File: src/rtl/sio_host_arbiter_pkg.sv
// Shared widths, the in-flight tag record and a saturating counter helper
// for the SIO host-side command arbiter.
package sio_host_arbiter_pkg;

    localparam int SIO_CMD_W = 80;   // one command word per link frame
    localparam int SIO_RD_W  = 32;   // one read word returned per link frame
    localparam int ID_W      = 3;    // enough to name up to 8 requesters
    localparam int CNT_W     = 16;   // status counters

    // One frame's worth of bookkeeping: did a command go out, whose was it,
    // and was the link already unhealthy when it went.
    typedef struct packed {
        logic            v;
        logic [ID_W-1:0] id;
        logic            e;
    } tag_t;

    // Increment that sticks at all-ones instead of wrapping.
    function automatic logic [CNT_W-1:0] sat_inc(input logic [CNT_W-1:0] cnt,
                                                 input logic             en);
        return (en && (cnt != '1)) ? cnt + CNT_W'(1) : cnt;
    endfunction

endpackage

File: src/rtl/sio_host_arbiter_rr.sv
// Combinational round-robin pick: the first requester after ptr, searching
// cyclically, wins. Gives both a one-hot grant and its encoded index.
module sio_rr_arbiter #(
    parameter int NREQ = 4
) (
    input  logic [NREQ-1:0] req,
    input  logic [2:0]      ptr,
    output logic [NREQ-1:0] grant,
    output logic [2:0]      idx,
    output logic            any
);

    logic [7:0] req_ext;
    logic [3:0] cand;

    assign req_ext = 8'(req);

    // Walk ptr+1, ptr+2, ... wrapping at NREQ; keep the first active request.
    always_comb begin
        // NOTE: every output of a combinational block gets a default before
        // any conditional assignment, otherwise synthesis infers a latch.
        idx  = '0;
        any  = 1'b0;
        cand = '0;
        for (int k = 1; k <= NREQ; k++) begin
            cand = 4'(ptr) + 4'(k);
            if (cand >= 4'(NREQ)) begin
                cand = cand - 4'(NREQ);
            end
            if (!any && req_ext[cand[2:0]]) begin
                any = 1'b1;
                idx = cand[2:0];
            end
        end
    end

    // Expand the winning index to a one-hot grant.
    always_comb begin
        grant = '0;
        for (int i = 0; i < NREQ; i++) begin
            grant[i] = any && (idx == 3'(i));
        end
    end

endmodule

File: src/rtl/sio_host_arbiter.sv
// Host side of an SIO link: NREQ requesters share one staging slot that the
// link drains once per frame. A tag pipe remembers who issued on each frame
// so the read word coming back RLAT frames later is routed to its owner.
module sio_host_arbiter
    import sio_host_arbiter_pkg::*;
#(
    parameter int NREQ = 4,
    parameter int RLAT = 2
) (
    input  logic                      c,
    input  logic                      r,
    input  logic [NREQ-1:0]           req_valid,
    input  logic [SIO_CMD_W*NREQ-1:0] req_data,
    output logic [NREQ-1:0]           req_ready,
    input  logic                      frame,
    input  logic                      link_ok,
    output logic [SIO_CMD_W-1:0]      tx_data,
    output logic                      tx_valid,
    input  logic                      rx_strobe,
    input  logic [SIO_RD_W-1:0]       rx_data,
    output logic [NREQ-1:0]           resp_valid,
    output logic [SIO_RD_W-1:0]       resp_data,
    output logic                      resp_err,
    output logic [31:0]               status
);

    logic                 slot_full_q, slot_full_d;
    logic [SIO_CMD_W-1:0] tx_data_q,   tx_data_d;
    logic [ID_W-1:0]      slot_id_q,   slot_id_d;
    logic [2:0]           ptr_q,       ptr_d;
    logic [NREQ-1:0]      req_ready_q, req_ready_d;
    tag_t                 tag_q [RLAT];
    tag_t                 tag_d [RLAT];
    logic [NREQ-1:0]      resp_valid_q, resp_valid_d;
    logic [SIO_RD_W-1:0]  resp_data_q,  resp_data_d;
    logic                 resp_err_q,   resp_err_d;
    logic [CNT_W-1:0]     issue_cnt_q,  issue_cnt_d;
    logic [CNT_W-1:0]     err_cnt_q,    err_cnt_d;

    logic [NREQ-1:0]      elig;
    logic [NREQ-1:0]      grant;
    logic [2:0]           win_idx;
    logic                 win_any;
    logic                 consume;
    logic                 load;
    logic [SIO_CMD_W-1:0] sel_word;

    // A requester being acknowledged this cycle still shows its old command;
    // masking it prevents the same word being accepted twice.
    assign elig    = req_valid & ~req_ready_q;
    assign consume = frame && link_ok && slot_full_q;
    assign load    = win_any && (!slot_full_q || (frame && link_ok));

    sio_rr_arbiter #(
        .NREQ (NREQ)
    ) u_rr (
        .req   (elig),
        .ptr   (ptr_q),
        .grant (grant),
        .idx   (win_idx),
        .any   (win_any)
    );

    // Select the granted requester's command word.
    always_comb begin
        sel_word = '0;
        for (int i = 0; i < NREQ; i++) begin
            if (grant[i]) begin
                sel_word = req_data[SIO_CMD_W*i +: SIO_CMD_W];
            end
        end
    end

    // Next-state for slot, tag pipe, response register and counters.
    always_comb begin
        slot_full_d  = slot_full_q;
        tx_data_d    = tx_data_q;
        slot_id_d    = slot_id_q;
        ptr_d        = ptr_q;
        req_ready_d  = '0;
        tag_d        = tag_q;
        resp_valid_d = '0;
        resp_data_d  = resp_data_q;
        resp_err_d   = 1'b0;
        issue_cnt_d  = sat_inc(issue_cnt_q, consume);
        err_cnt_d    = err_cnt_q;

        // Link drained the slot; a same-cycle load below overrides this.
        if (consume) begin
            slot_full_d = 1'b0;
        end

        if (load) begin
            slot_full_d = 1'b1;
            tx_data_d   = sel_word;
            slot_id_d   = win_idx;
            ptr_d       = win_idx;
            req_ready_d = grant;
        end

        // Every frame shifts the pipe; frames that carried no command push v=0.
        if (frame) begin
            tag_d[0] = {consume, slot_id_q, !link_ok};
            for (int k = 1; k < RLAT; k++) begin
                tag_d[k] = tag_q[k-1];
            end
        end

        // The returning word belongs to the oldest tag as it stood before any
        // shift this cycle, so frame and rx_strobe may coincide.
        if (rx_strobe && tag_q[RLAT-1].v) begin
            for (int i = 0; i < NREQ; i++) begin
                resp_valid_d[i] = (tag_q[RLAT-1].id == 3'(i));
            end
            resp_data_d = rx_data;
            resp_err_d  = tag_q[RLAT-1].e || !link_ok;
            err_cnt_d   = sat_inc(err_cnt_q, resp_err_d);
        end
    end

    // State register with synchronous reset; reset drops slot and in-flight tags.
    always_ff @(posedge c) begin
        if (r) begin
            slot_full_q  <= 1'b0;
            tx_data_q    <= '0;
            slot_id_q    <= '0;
            ptr_q        <= 3'(NREQ - 1);
            req_ready_q  <= '0;
            tag_q        <= '{default: '0};
            resp_valid_q <= '0;
            resp_data_q  <= '0;
            resp_err_q   <= 1'b0;
            issue_cnt_q  <= '0;
            err_cnt_q    <= '0;
        end else begin
            // NOTE: state is updated with non-blocking assignments so every
            // flop samples the pre-edge value of the others.
            slot_full_q  <= slot_full_d;
            tx_data_q    <= tx_data_d;
            slot_id_q    <= slot_id_d;
            ptr_q        <= ptr_d;
            req_ready_q  <= req_ready_d;
            tag_q        <= tag_d;
            resp_valid_q <= resp_valid_d;
            resp_data_q  <= resp_data_d;
            resp_err_q   <= resp_err_d;
            issue_cnt_q  <= issue_cnt_d;
            err_cnt_q    <= err_cnt_d;
        end
    end

    assign req_ready  = req_ready_q;
    assign tx_data    = tx_data_q;
    assign tx_valid   = slot_full_q;
    assign resp_valid = resp_valid_q;
    assign resp_data  = resp_data_q;
    assign resp_err   = resp_err_q;
    assign status     = {err_cnt_q, issue_cnt_q};

endmodule

File: config.mk
export PLATFORM = sky130hd
export DESIGN_NAME = sio_host_arbiter
export DESIGN_NICKNAME = d
export VERILOG_FILES = /design/src/rtl/sio_host_arbiter_pkg.sv /design/src/rtl/sio_host_arbiter_rr.sv /design/src/rtl/sio_host_arbiter.sv
export SDC_FILE = /design/constraint.sdc
export NUM_CORES = 1
export LEC_CHECK = 0
export CAP_MARGIN = 10
export CORE_AREA = 4 4 197 199
export CTS_BUF_LIST = sky130_fd_sc_hd__clkbuf_16
export DETAILED_ROUTE_END_ITERATION = 8
export DIE_AREA = 0 0 201 203
export PLACE_DENSITY_LB_ADDON = 0.12
export SETUP_SLACK_MARGIN = 0.15
export SYNTH_ARGS = -nofsm -noshare
export SYNTH_HDL_FRONTEND = slang
export SYNTH_SLANG_ARGS = --single-unit
File: constraint.sdc
create_clock -name c -period 5.9 [get_ports c]
set_input_delay 1.18 -clock c [delete_from_list [all_inputs] [get_ports c]]
set_output_delay 1.18 -clock c [all_outputs]
set_load 0.01 [all_outputs]
== Word level (Yosys, flattened, before mapping) ==
Index checks and enable logic that the tools add are counted.

* Bits of input ports: 361
* Flip-flop bits (word level): 170
* Word-level logic and storage cells: 98

* Equal/unequal tests: 8
* $add $sub $neg: 10
* Reductions and logical operators: 26
* $lt $le $gt $ge: 8
* Bitwise gates (word level): 4
* Mux-type cells: 26

{| class="wikitable"
|+ Operators by type and width
! cell !! number
|-
| 2-to-1 mux 80 bit || 4
|-
| adder 16 x 1 -> 16 bit (second input constant) || 2
|-
| inequality test 16 bit (second input constant) || 2
|-
| 2-to-1 mux 3 bit || 8
|-
| greater-or-equal comparator 4 x 3 -> 1 bit (second input constant) || 4
|-
| < comparator 3 x 4 -> 1 bit (second input constant) || 4
|-
| logical AND 1 bit || 13
|-
| binary-select mux 1 bit (select 3 bit) || 4
|-
| equality test 3 x 2 -> 1 bit (second input constant) || 4
|-
| subtractor 3 bit (second input constant) || 4
|-
| 2-to-1 mux 1 bit || 10
|-
| adder 3 x 2 -> 4 bit (second input constant) || 2
|-
| equality test 3 x 1 -> 1 bit (second input constant) || 2
|-
| zero test 3 bit || 2
|-
| zero test 1 bit || 5
|-
| adder 3 x 1 -> 4 bit (second input constant) || 1
|-
| adder 3 x 3 -> 4 bit (second input constant) || 1
|-
| AND 4 bit || 1
|-
| NOT 4 bit || 1
|-
| OR reduction 2 bit || 2
|-
| logical OR 1 bit || 2
|-
| NOT 1 bit || 2
|-
| AND reduction 2 bit || 1
|-
| nonzero test 2 bit || 1
|}

== Logic depth before layout (Yosys ltp) ==
Gate-level depths: netlist of the first run.

* Depth in word-level cells: 21
* Mapped depth: 13
* Depth with buffers taken out: 9

== Cells and area by module ==
Synthesis of the first run repeated with hierarchy kept, for this count alone.

* Cell total of the unflattened synthesis: 1097
* Area, all modules: 8710.9 sq um

{| class="wikitable"
|+ By module, submodules not included
! module !! area each (sq um) !! sequential area each (sq um) !! cells an instance !! instances
|-
| sio_host_arbiter || 8309.2 || 3383.2 || 1046 || 1
|-
| sio_rr_arbiter || 401.6 || 0.0 || 51 || 1
|}

== Worst setup path after synthesis of the first run ==
OpenSTA, ideal clock, no wires.

* Path kind: input to register
* Start: in req_valid[1]
* End: reg tx_data_q[31] (netlist: tx_data[31])
* Required time: 5.778 ns
* Data arrival time: 3.220 ns
* Path slack: 2.559 ns
* Stages: 10
* Cell sequence: nor2b_1 > mux4_2 > a211oi_1 > and3_1 > nand2b_1 > buf_2 > nor3_4 > buf_4 > buf_6 > a221o_1

* Longest elaborated chain between the ends: 19
* Elaborated cells on any way between the ends: 36
* Those cells by class: eq/ne (3); mux (20); bitwise (1); reduce/logical (12)

{| class="wikitable"
|+ Ends and longest elaborated chain
! element !! line !! RTL
|-
| from (decl) || sio_host_arbiter.sv:12 || <nowiki>input logic [NREQ-1:0] req_valid,</nowiki>
|-
| AND 4 bit * || sio_host_arbiter.sv:50 || <nowiki>assign elig = req_valid & ~req_ready_q;</nowiki>
|-
| binary-select mux 1 bit (select 3 bit) || sio_host_arbiter_rr.sv:30 || <nowiki>if (!any && req_ext[cand[2:0]]) begin</nowiki>
|-
| 2-to-1 mux 1 bit (not written as such) || sio_host_arbiter_rr.sv:30 ||
|-
| 2-to-1 mux 1 bit || sio_host_arbiter_rr.sv:30 ||
|-
| zero test 1 bit || sio_host_arbiter_rr.sv:30 ||
|-
| logical AND 1 bit || sio_host_arbiter_rr.sv:30 ||
|-
| 2-to-1 mux 1 bit || sio_host_arbiter_rr.sv:30 ||
|-
| zero test 1 bit || sio_host_arbiter_rr.sv:30 ||
|-
| logical AND 1 bit || sio_host_arbiter_rr.sv:30 ||
|-
| 2-to-1 mux 1 bit || sio_host_arbiter_rr.sv:30 ||
|-
| zero test 1 bit || sio_host_arbiter_rr.sv:30 ||
|-
| logical AND 1 bit || sio_host_arbiter_rr.sv:30 ||
|-
| 2-to-1 mux 3 bit || sio_host_arbiter_rr.sv:30 ||
|-
| zero test 3 bit || sio_host_arbiter_rr.sv:41 || <nowiki>grant[i] = any && (idx == 3'(i));</nowiki>
|-
| logical AND 1 bit || sio_host_arbiter_rr.sv:41 ||
|-
| 2-to-1 mux 80 bit (4 in series) || sio_host_arbiter.sv:68 || <nowiki>if (grant[i]) begin</nowiki>
|-
| to (signal assigned) || sio_host_arbiter.sv:139 || <nowiki>tx_data_q <= tx_data_d;</nowiki>
|-
| to (decl) || sio_host_arbiter.sv:28 || <nowiki>logic [SIO_CMD_W-1:0] tx_data_q, tx_data_d;</nowiki>
|}

Mark *: on every way between the ends. The rest lies on a longest branch, timed or not. The select of a mux whose other input is x is not followed.
A chain may end at the register's enable or synchronous reset.

== Final worst setup path of the first run ==
* Start: in req_valid[2]
* End: reg tx_data_q[28] (netlist: tx_data[28])

The elaborated chain is that of the path after synthesis.

==> results.sh, run 1 <==
export IMPL_outcome="completed"
export IMPL_syn_nets=1505
export IMPL_syn2layout_area_growth_pct=72.9
export IMPL_ctsResizeCount=0
export IMPL_max_freq_mhz=252
export IMPL_crit_chain="clkdlybuf4s50_1, or3b_2, and2_1, o32ai_1, a31o_4, buf_4, nand2_1, a21oi_1, a221o_1"
export IMPL_r2r_end="tx_data[28]"
export IMPL_drtIter0Drc=506
export IMPL_placedCellCount=2057
export IMPL_slowest_delay_ps=640
export IMPL_grt_pass1_wl_um=60400
export IMPL_yosysUniqueCellTypes=50
export IMPL_syn_area_per_cell_um2=7.33
export IMPL_yosysMostFrequentCell="nand2_1"
export IMPL_powerDensity_nw_per_um2=413
export IMPL_cts_buffers_inserted=17
export IMPL_synth_top_family_by_area="simple AND/OR/NAND/NOR gates"
export IMPL_path_max_fanout=49
export IMPL_r2r_start="ptr_q[0]"
export IMPL_grtUsageMet2_pct=33.1
export IMPL_async_reset_ff_share_pct=0
export IMPL_synth_compound_area_share_pct=19.2
export IMPL_ant_nets=0
export IMPL_criticalPathCategory="in -> reg"
export IMPL_grt_max_degree=164
export IMPL_maxSlewHeadroom_pct=29.4
export IMPL_hold_viol_final=0
export IMPL_postRouteWirelength_um=41300
export IMPL_slowest_stage="a31o_4"
export IMPL_path_buf_inv=2
export IMPL_placedInstanceArea_um2=13900
export IMPL_worstHoldPathCells=2
export IMPL_drt_vias_per_instance=4.57
export IMPL_finalCriticalPeriod_ps=3970
export IMPL_die_x_um=201
export IMPL_top_usage_layer="met2"
export IMPL_use_met1_pct=21.8
export IMPL_arrival_ps=4360
export IMPL_final_core_utilization_pct=38.8
export IMPL_first_global_vias=9654
export IMPL_clkTransAtPathRegs_ps=70
export IMPL_setup_viol=0
export IMPL_num_rows=71
export IMPL_ys_seq_elements=169
export IMPL_io_buffers=514
export IMPL_fin_area_um2=14400
export IMPL_ctsLongestPathBuffers=2
export IMPL_synth_common_cells="nand2_1 (482), dfxtp_1 (169), a21oi_1 (120), a221o_1 (79), nor2_1 (51)"
export IMPL_post_route_cells_drive_above_1_share_pct=3.53
export IMPL_die_area_um2=40800
export IMPL_wl_per_cell_um=19.7
export IMPL_vias=9579
export IMPL_gr_usage_met3_pct=7.99
export IMPL_min_delay_start="resp_data[27]"
export IMPL_yosys_area_top_type="dfxtp_1"
export IMPL_initial_utilization_pct=22.4
export IMPL_ios=515
export IMPL_synth_fa_ha_area_share_pct=0.599
export IMPL_synth_area_top_cells="dfxtp_1 (41%), nand2_1 (22%), a221o_1 (9.5%)"
export IMPL_synth_edf_count=0
export IMPL_yosys_area_share_simple_pct=29.5
export IMPL_clk_latency_ps=440
export IMPL_finClkSkew_ps=7.47
export IMPL_drv_slew=0
export IMPL_min_to="resp_data[27]"
export IMPL_synth_mux_area_share_pct=2.62
export IMPL_hp_class="reg -> reg"
export IMPL_worst_pin_slew_ps=1060
export IMPL_final_nets=1967
export IMPL_max_cap_viol_count=0
export IMPL_grt_setup_unrepaired="false"
export IMPL_start_kind="primary input"
export IMPL_antenna_found_initial=9
export IMPL_cts_root_buf="clkbuf_16"
export IMPL_htree_levels=4
export IMPL_drt_first_pass_iters=4
export IMPL_place_congestion=0.913
export IMPL_final_cells=2096
export IMPL_required_ps=6290
export IMPL_ctsHoldBuffers=0
export IMPL_tns_ps=0
export IMPL_drc_errors=0
export IMPL_syn_inst=1140
export IMPL_die_height_um=203
export IMPL_yosysWarnings=0
export IMPL_reg2reg_setup_slack_ps=2050
export IMPL_final_period_utilization_pct=67.4
export IMPL_nFillCells=3858
export IMPL_ir_worst_vdd_uv=595
export IMPL_worstRegToRegCells=9
export IMPL_synthFlopType="dfxtp_1"
export IMPL_syn_cell_area_um2=8350
export IMPL_synth_xor_area_share_pct=2.94
export IMPL_dpl_hpwl_um=31200
export IMPL_ys_seq_area_share_pct=40.5
export IMPL_grt_overflow=0
export IMPL_grtUsageTotal_pct=19.2
export IMPL_design_core_area_um2=37200
export IMPL_leakage_uw=0.00575
export IMPL_synth_top_area_share_pct=40.5
export IMPL_worst_path_dominant_cell_family="compound AO/OA/AOI/OAI gates"
export IMPL_cts_sink_count=169
export IMPL_end_kind="register"
export IMPL_post_cts_setup_buffer_count=0
export IMPL_cts_tree="done"
==> cell usage in the layout (no fill, tap or decap), types with 3 or more instances in the layout <==
cell type,count
inv_1,6
buf_12,3
nor4_1,3
clkinv_4,5
clkbuf_16,17
nor3_1,7
nand2b_1,10
xnor2_1,7
nor2b_1,7
nand2_1,482
mux2i_1,14
buf_4,9
nand3_1,11
inv_6,6
a21oi_1,120
a211o_1,3
nor2_1,51
xor2_1,21
diode_2,7
mux4_2,3
dfxtp_1,169
and3_1,8
ha_1,4
a211oi_1,4
nand4_1,7
and2_1,6
clkdlybuf4s50_1,513
a221o_1,79
==> flip-flops by register name (all words and copies together), names as in the netlist <==
| name | cells |
|---|---|
| resp_data | 32 |
| tag_q | 10 |
| resp_valid | 4 |
| err_cnt_q | 16 |
| slot_id_q | 3 |
| resp_err | 1 |
| tx_data | 80 |
| req_ready | 4 |
| ptr_q | 2 |
| issue_cnt_q | 16 |
| tx_valid | 1 |
==> worst reg2reg max path: stages, from the launching register on <==
cell,delay (ps)
dfxtp_1,720
inv_2,220
ha_1,470
mux4_2,380
o32ai_1,560
a31o_4,570
buf_4,490
nand2_1,110
a21oi_1,170
a221o_1,120
==> kinds of logic (layout without fill, tap and decap cells) <==
family,Yosys count,after routing
and+or+nand+nor,606,606
muxes,18,18
xor gates and xnor gates,28,28
buffers and inverters,90,565
DFF,169,169
adders and majority gates,4,4
AOI/OAI and AO/OA,225,225
other,0,7
==> metal layers <==
| layer | part of all wire (%) | vias up |
|---|---|---|
| met1 | 40 | 4394 |
| met2 | 49 | 327 |
| met4 | 2.5 | 6 |
| met3 | 8.4 | 53 |
| met5 | 0.097 | - |
| li1 | - | 4799 |
==> final cells by class <==
cell class	count	area (um^2)	share of cell area, %
Timing Repair Buffer	526	5270	36.5
Multi-Input combinational cell	881	4610	31.9
Sequential cell	169	3380	23.4
Tap cell	474	593	4.11
Clock buffer	17	425	2.95
Clock inverter	15	116	0.806
Inverter	7	26.3	0.182
Antenna cell	7	17.5	0.121
==> power by group <==
group          internal [uW]  leakage (uW)  switching [uW]
logic                   1380       0.00410            2020
registers               1350       0.00138             132
clock network            546      0.000265             531
==> per-stage QoR <==
step	total power (uW)	hold WS [ps]	setup WS [ps]
after CTS	6070	457	1930
after detailed placement	4950	447	1430
after global routing	6460	469	1670
after global placement	4940	441	1460
final	5960	454	1930
after floorplan	3650	429	2560
==> worst max path at each step <==
stage                       startpoint          end  slack (ps)  cells past startpoint
after floorplan           req_valid[1]  tx_data[31]        2560                     10
after global placement    req_valid[2]  tx_data[41]        1460                      9
after detailed placement  req_valid[2]  tx_data[41]        1430                      9
after CTS                 req_valid[2]  tx_data[41]        1930                      9
after global routing      req_valid[2]  tx_data[57]        1670                      9
final                     req_valid[2]  tx_data[28]        1930                      9
No activity file was read; power rests on OpenSTA's default activity.
==> inputs of run 2 (changes only) <==
- CORE_AREA: 4 4 197 199 -> 4 4 198 200
- DIE_AREA: 0 0 201 203 -> 0 0 202 204
- clock period: 5.9 -> 3.46 ns (I/O delays scaled with it)
==> results.sh, run 2 (synthesized netlist as in run 1, its figures left out) <==
export IMPL_cpMostUsedCell="nand2b_1"
export IMPL_final_core_utilization_pct=40.0
export IMPL_postRouteWirelength_um=41200
export IMPL_slowest_stage="nor3_4"
export IMPL_wl_met2_um=20500
export IMPL_initial_utilization_pct=22.3
export IMPL_met1_length_um=16400
export IMPL_setup_viol=0
export IMPL_slowest_delay_ps=550
export IMPL_pwr_share_clk_pct=17.4
export IMPL_worstHoldPathCells=2
export IMPL_end_kind="register"
export IMPL_layout_commonest_cell="clkdlybuf4s50_1"
export IMPL_ios=515
export IMPL_tns_ps=0
export IMPL_p_total_uw=11100
export IMPL_grt_setup_unrepaired="false"
export IMPL_die_area_um2=41200
export IMPL_drtIter0Drc=406
export IMPL_finalCriticalPeriod_ps=3090
export IMPL_grt_overflow=0
export IMPL_drt_vias_per_instance=4.49
export IMPL_final_cell_mix="clkdlybuf4s50_1 (513), nand2_1 (482), dfxtp_1 (169), a21oi_1 (120), a221o_1 (79)"
export IMPL_power_frac_comb_pct=60.0
export IMPL_p_int_uw=6280
export IMPL_drv_slew=0
export IMPL_final_nets=2005
export IMPL_hold_viol_final=0
export IMPL_ctsHoldBuffers=0
export IMPL_switching_share_pct=43.3
export IMPL_worst_pin_slew_ps=907
export IMPL_leakage_uw=0.00601
export IMPL_grt_pass1_wl_um=60000
export IMPL_design_core_area_um2=37400
export IMPL_final_period_utilization_pct=89.4
export IMPL_cts_buffers_inserted=17
export IMPL_die_x_um=202
export IMPL_outcome="completed"
export IMPL_ir_worst_vdd_uv=533
export IMPL_reg2reg_setup_slack_ps=450
export IMPL_max_cap_viol_count=0
export IMPL_ctsResizeCount=0
export IMPL_cts_sink_count=169
export IMPL_dr_wl_met3_um=3130
export IMPL_maxSlewHeadroom_pct=39.5
export IMPL_arrival_ps=3490
export IMPL_powerDensity_nw_per_um2=740
export IMPL_vias=9719
export IMPL_required_ps=3850
export IMPL_antenna_found_initial=5
export IMPL_placedInstanceArea_um2=14400
export IMPL_clkTransAtPathRegs_ps=70
export IMPL_grt_max_degree=86
export IMPL_finClkSkew_ps=8.60
export IMPL_fin_area_um2=15000
export IMPL_syn2layout_area_growth_pct=79.1
export IMPL_p_sw_uw=4800
export IMPL_drt_first_pass_iters=5
export IMPL_ctsLongestPathBuffers=2
export IMPL_largest_reg_flops=80
export IMPL_htree_levels=4
export IMPL_criticalPathCategory="in -> reg"
export IMPL_start_kind="primary input"
export IMPL_min_to="resp_data[22]"
export IMPL_first_global_vias=9590
export IMPL_r2r_end="tx_data[36]"
export IMPL_r2r_start="ptr_q[0]"
export IMPL_cts_tree="done"
export IMPL_num_rows=71
export IMPL_grtUsageTotal_pct=18.9
export IMPL_max_freq_mhz=323
export IMPL_dpl_hpwl_um=32900
export IMPL_cts_root_buf="clkbuf_16"
export IMPL_place_congestion=0.876
export IMPL_holdWs_ps=454
export IMPL_min_delay_start="resp_data[22]"
export IMPL_ant_nets=0
export IMPL_worstRegToRegCells=9
export IMPL_dr_max_layer_used="met5"
export IMPL_hp_class="reg -> reg"
export IMPL_path_max_fanout=32
export IMPL_crit_chain="clkdlybuf4s50_1, nand2b_1, mux4_2, o22a_1, and3_1, nand2b_1, nor3_4, buf_12, a221o_1"
export IMPL_io_buffers=514
export IMPL_wl_per_cell_um=19.0
export IMPL_post_cts_setup_buffer_count=0
export IMPL_drc_errors=0
export IMPL_die_height_um=204
export IMPL_sequentialPowerShare_pct=22.6
export IMPL_post_route_cells_drive_above_1_share_pct=5.81
export IMPL_clk_latency_ps=450
==> run 2: cell count changes in the layout (fill, tap and decap cells not counted), sizes merged <==
cell / change
buf: +38
diode: -6
clkinv: -1
inv: +1
==> run 2: routing by layer <==
metal / track usage, % / up-vias
met3: 6.87 / 49
met1: 21.6 / 4445
met4: 6.08 / 8
li1: - / 4876
met5: 0 / -
met2: 33.1 / 341
==> run 2: final cells by class <==
class / count / area (um^2)
well taps: 511 / 639
multi-input cells: 881 / 4610
clock buffers: 17 / 425
repair buffers: 564 / 5720
clock inverters: 15 / 160
diodes: 1 / 2.50
flip-flops and latches: 169 / 3380
fillers: 3868 / 22400
inverters: 7 / 26.3
==> run 2: worst max path at each step <==
stage,slack [ps],endpoint,from
2_1_floorplan,610,tx_data[31],req_valid[1]
3_3_place_gp,-90,tx_data[35],req_valid[1]
3_5_place_dp,-120,tx_data[14],req_valid[1]
4_1_cts,360,tx_data[40],req_valid[1]
5_1_grt,210,tx_data[33],req_valid[1]
6_report,370,tx_data[36],req_valid[1]
==> run 2: stage by stage <==
stage | setup slack, ps | instances
after floorplan | 607 | 1140
after global placement | -85.9 | 2132
after detailed placement | -121 | 2132
after CTS | 356 | 2164
after global routing | 212 | 2165
final | 365 | 2165
==> run 2: power groups by stage <==
stage	registers (uW)	logic (uW)	clock network, uW
CTS	2510	6770	2010
floorplan	2640	3580	0
global placement	2550	6720	0
finish	2500	6640	1930
global route	2540	7320	2090
detailed placement	2540	6750	0
==> run 2: worst max-delay path, delay by kind of cell <==
family | cells | cell delay [ps]
buf+inv | 2 | 770
simple gates | 4 | 1060
mux | 1 | 500
compound gates | 2 | 440
==> variant: new RTL, settings of run 2 <==
Put a register stage on the output `status`. The value now appears one clock later. The other outputs are not delayed to match.
--- a/src/rtl/sio_host_arbiter.sv
+++ b/src/rtl/sio_host_arbiter.sv
@@ -155,7 +155,9 @@
     assign resp_valid = resp_valid_q;
     assign resp_data  = resp_data_q;
     assign resp_err   = resp_err_q;
-    assign status     = {err_cnt_q, issue_cnt_q};
+    always_ff @(posedge c) begin
+        status <= {err_cnt_q, issue_cnt_q};
+    end
 
 endmodule
 
Formal check against the unedited RTL: not equivalent (Yosys sat finds a counterexample within 4 cycles, from zero or initial values).
==> variant against run 2 <==
  * Fmax fell by 0.71%
  * Final area rose by 8.2%
  * Power rose by 35%
  * Worst hold slack got worse by 0.078 ns
  * Global-route usage rose by 0.32 points
  * Count of clock-buffer cells in the layout rose by 9
  * Clock skew rose by 0.012 ns
  * Routed wire length rose by 4.0%
  * Via count fell by 3.3%
  * Setup slack got worse by 0.022 ns
  * Synthesized area rose by 13%
  * Critical endpoint is now tx_data[45]
  * Sequential cell count rose by 32
  * Final cell count fell by 8.3%
==> variant: results (changes against run 2) <==
metric;value;unit;change
synth_area_leaders;dfxtp_1 (43%), o31ai_2 (11%), o22ai_2 (10%), a221oi_1 (7.4%), nand2_1 (6.8%);;
worstRegToRegCells;10;;+1
dp.cells;1931;;-9.4%
pre_cts_ws;-0.0840;ns;+0.0373 ns
grt_max_degree;67;;-22%
p_leak;5.74;nW;-4.4%
use_met3;0.0619;;-0.00682
tightest_slew;0.732;ns;-0.175 ns
timing.final.crit_share;0.901;;+0.00643
antenna_found_initial;11;;+6
hold_depth;0;;-2
grt_pass1_wl;61400;um;+2.4%
cp.arrival;3.52;ns;+0.03 ns
synth_common_cells;dfxtp_1 (201), nand2_1 (170), a221oi_1 (80), o31ai_2 (80), o22ai_2 (79);;
cp_top_family;compound AO/OA/AOI/OAI gates;;
skew;0.0207;ns;+0.0121 ns
status;complete, no violations;;
reg2reg_to;tx_data[45];;
syn_nets;1301;;-14%
numCtsBuffers;26;;+9
drt-initial-drc-count;286;;-30%
gp_congestion;0.848;;-3.3%
r2r_slack;0.34;ns;-0.11 ns
crit_fanout;28;;-13%
critPathMaxStageDelay;0.60;ns;+0.05 ns
clk_pin_slew;0.05;ns;-0.02 ns
grt_util_met2;0.346;;+0.0150
grt_usage;0.193;;+0.00321
wl_per_cell;21.6;um;+13%
num_vias;9403;;-3.3%
dp_hpwl;33300;um;+1.2%
layout-drive-gt1-share;0.179;;+0.121
grt_pass1_vias;9746;;+1.6%
hold_path_end;status[25];;
holdWs;0.376;ns;-0.0779 ns
synth.yosys.seq_area_share;0.427;;+0.0217
use_met1;0.210;;-0.00547
n_fill_cell;3658;;-5.4%
max-vdd-ir-drop;0.887;mV;+66%
ys_types;53;;+6.0%
variant: cell count changes in the layout (fill, tap and decap cells not counted), moves of 10 or more:
cell,change
a21oi_1,-82
nand2_1,-312
a221o_1,-79
o22ai_2,+79
inv_1,+10
dfxtp_1,+32
o31ai_2,+80
a221oi_1,+80
variant: per-stage QoR:
step	cell area [um^2]	setup TNS (ns)	power (mW)
2_1_floorplan	9430	0	9.16
3_5_place_dp	15300	-0.540	12.4
3_3_place_gp	15300	-0.0940	12.3
4_1_cts	16200	0	15.2
5_1_grt	16200	0	15.9
6_report	16200	0	15.0
variant: where the power goes:
group	internal (mW)	switching [mW]
logic	4.28	5.07
clock network	1.66	1.04
registers	2.71	0.204
total	8.66	6.31
variant: area by class of cell:
type                       count  area (um^2)  area share
antenna                        7         17.5     0.00108
clock inverter                21          213      0.0131
timing repair buffer         565         5700       0.352
sequential                   201         4020       0.249
multi-input combinational    643         4900       0.303
clock buffer                  26          651      0.0402
inverter                      11         41.3     0.00255
tap                          511          639      0.0395
variant: cell families (layout without fill, tap and decap cells):
kind of cell / count (synthesis) / after routing / synth area share
XOR/XNOR: 28 / 28 / 0.0260
AND/OR/NAND/NOR: 300 / 300 / 0.142
multiplexers: 14 / 14 / 0.0177
AO/OA/AOI/OAI: 297 / 297 / 0.324
adder cells (fa/ha/maj): 4 / 4 / 0.00531
other: 0 / 7 / 0
buffers and inverters: 92 / 623 / 0.0581
flip-flops: 201 / 201 / 0.427
variant: repair_timing:
item | CTS | global route
endpoints found under the setup margin | 0 | 9
hold buffers | 0 | 0
gates resized for setup | 0 | 1
variant: metal layers:
metal,up-vias,part of all wire
met3,75,0.080
li1,4514,-
met2,363,0.51
met4,6,0.039
met5,-,0.00096
met1,4445,0.37
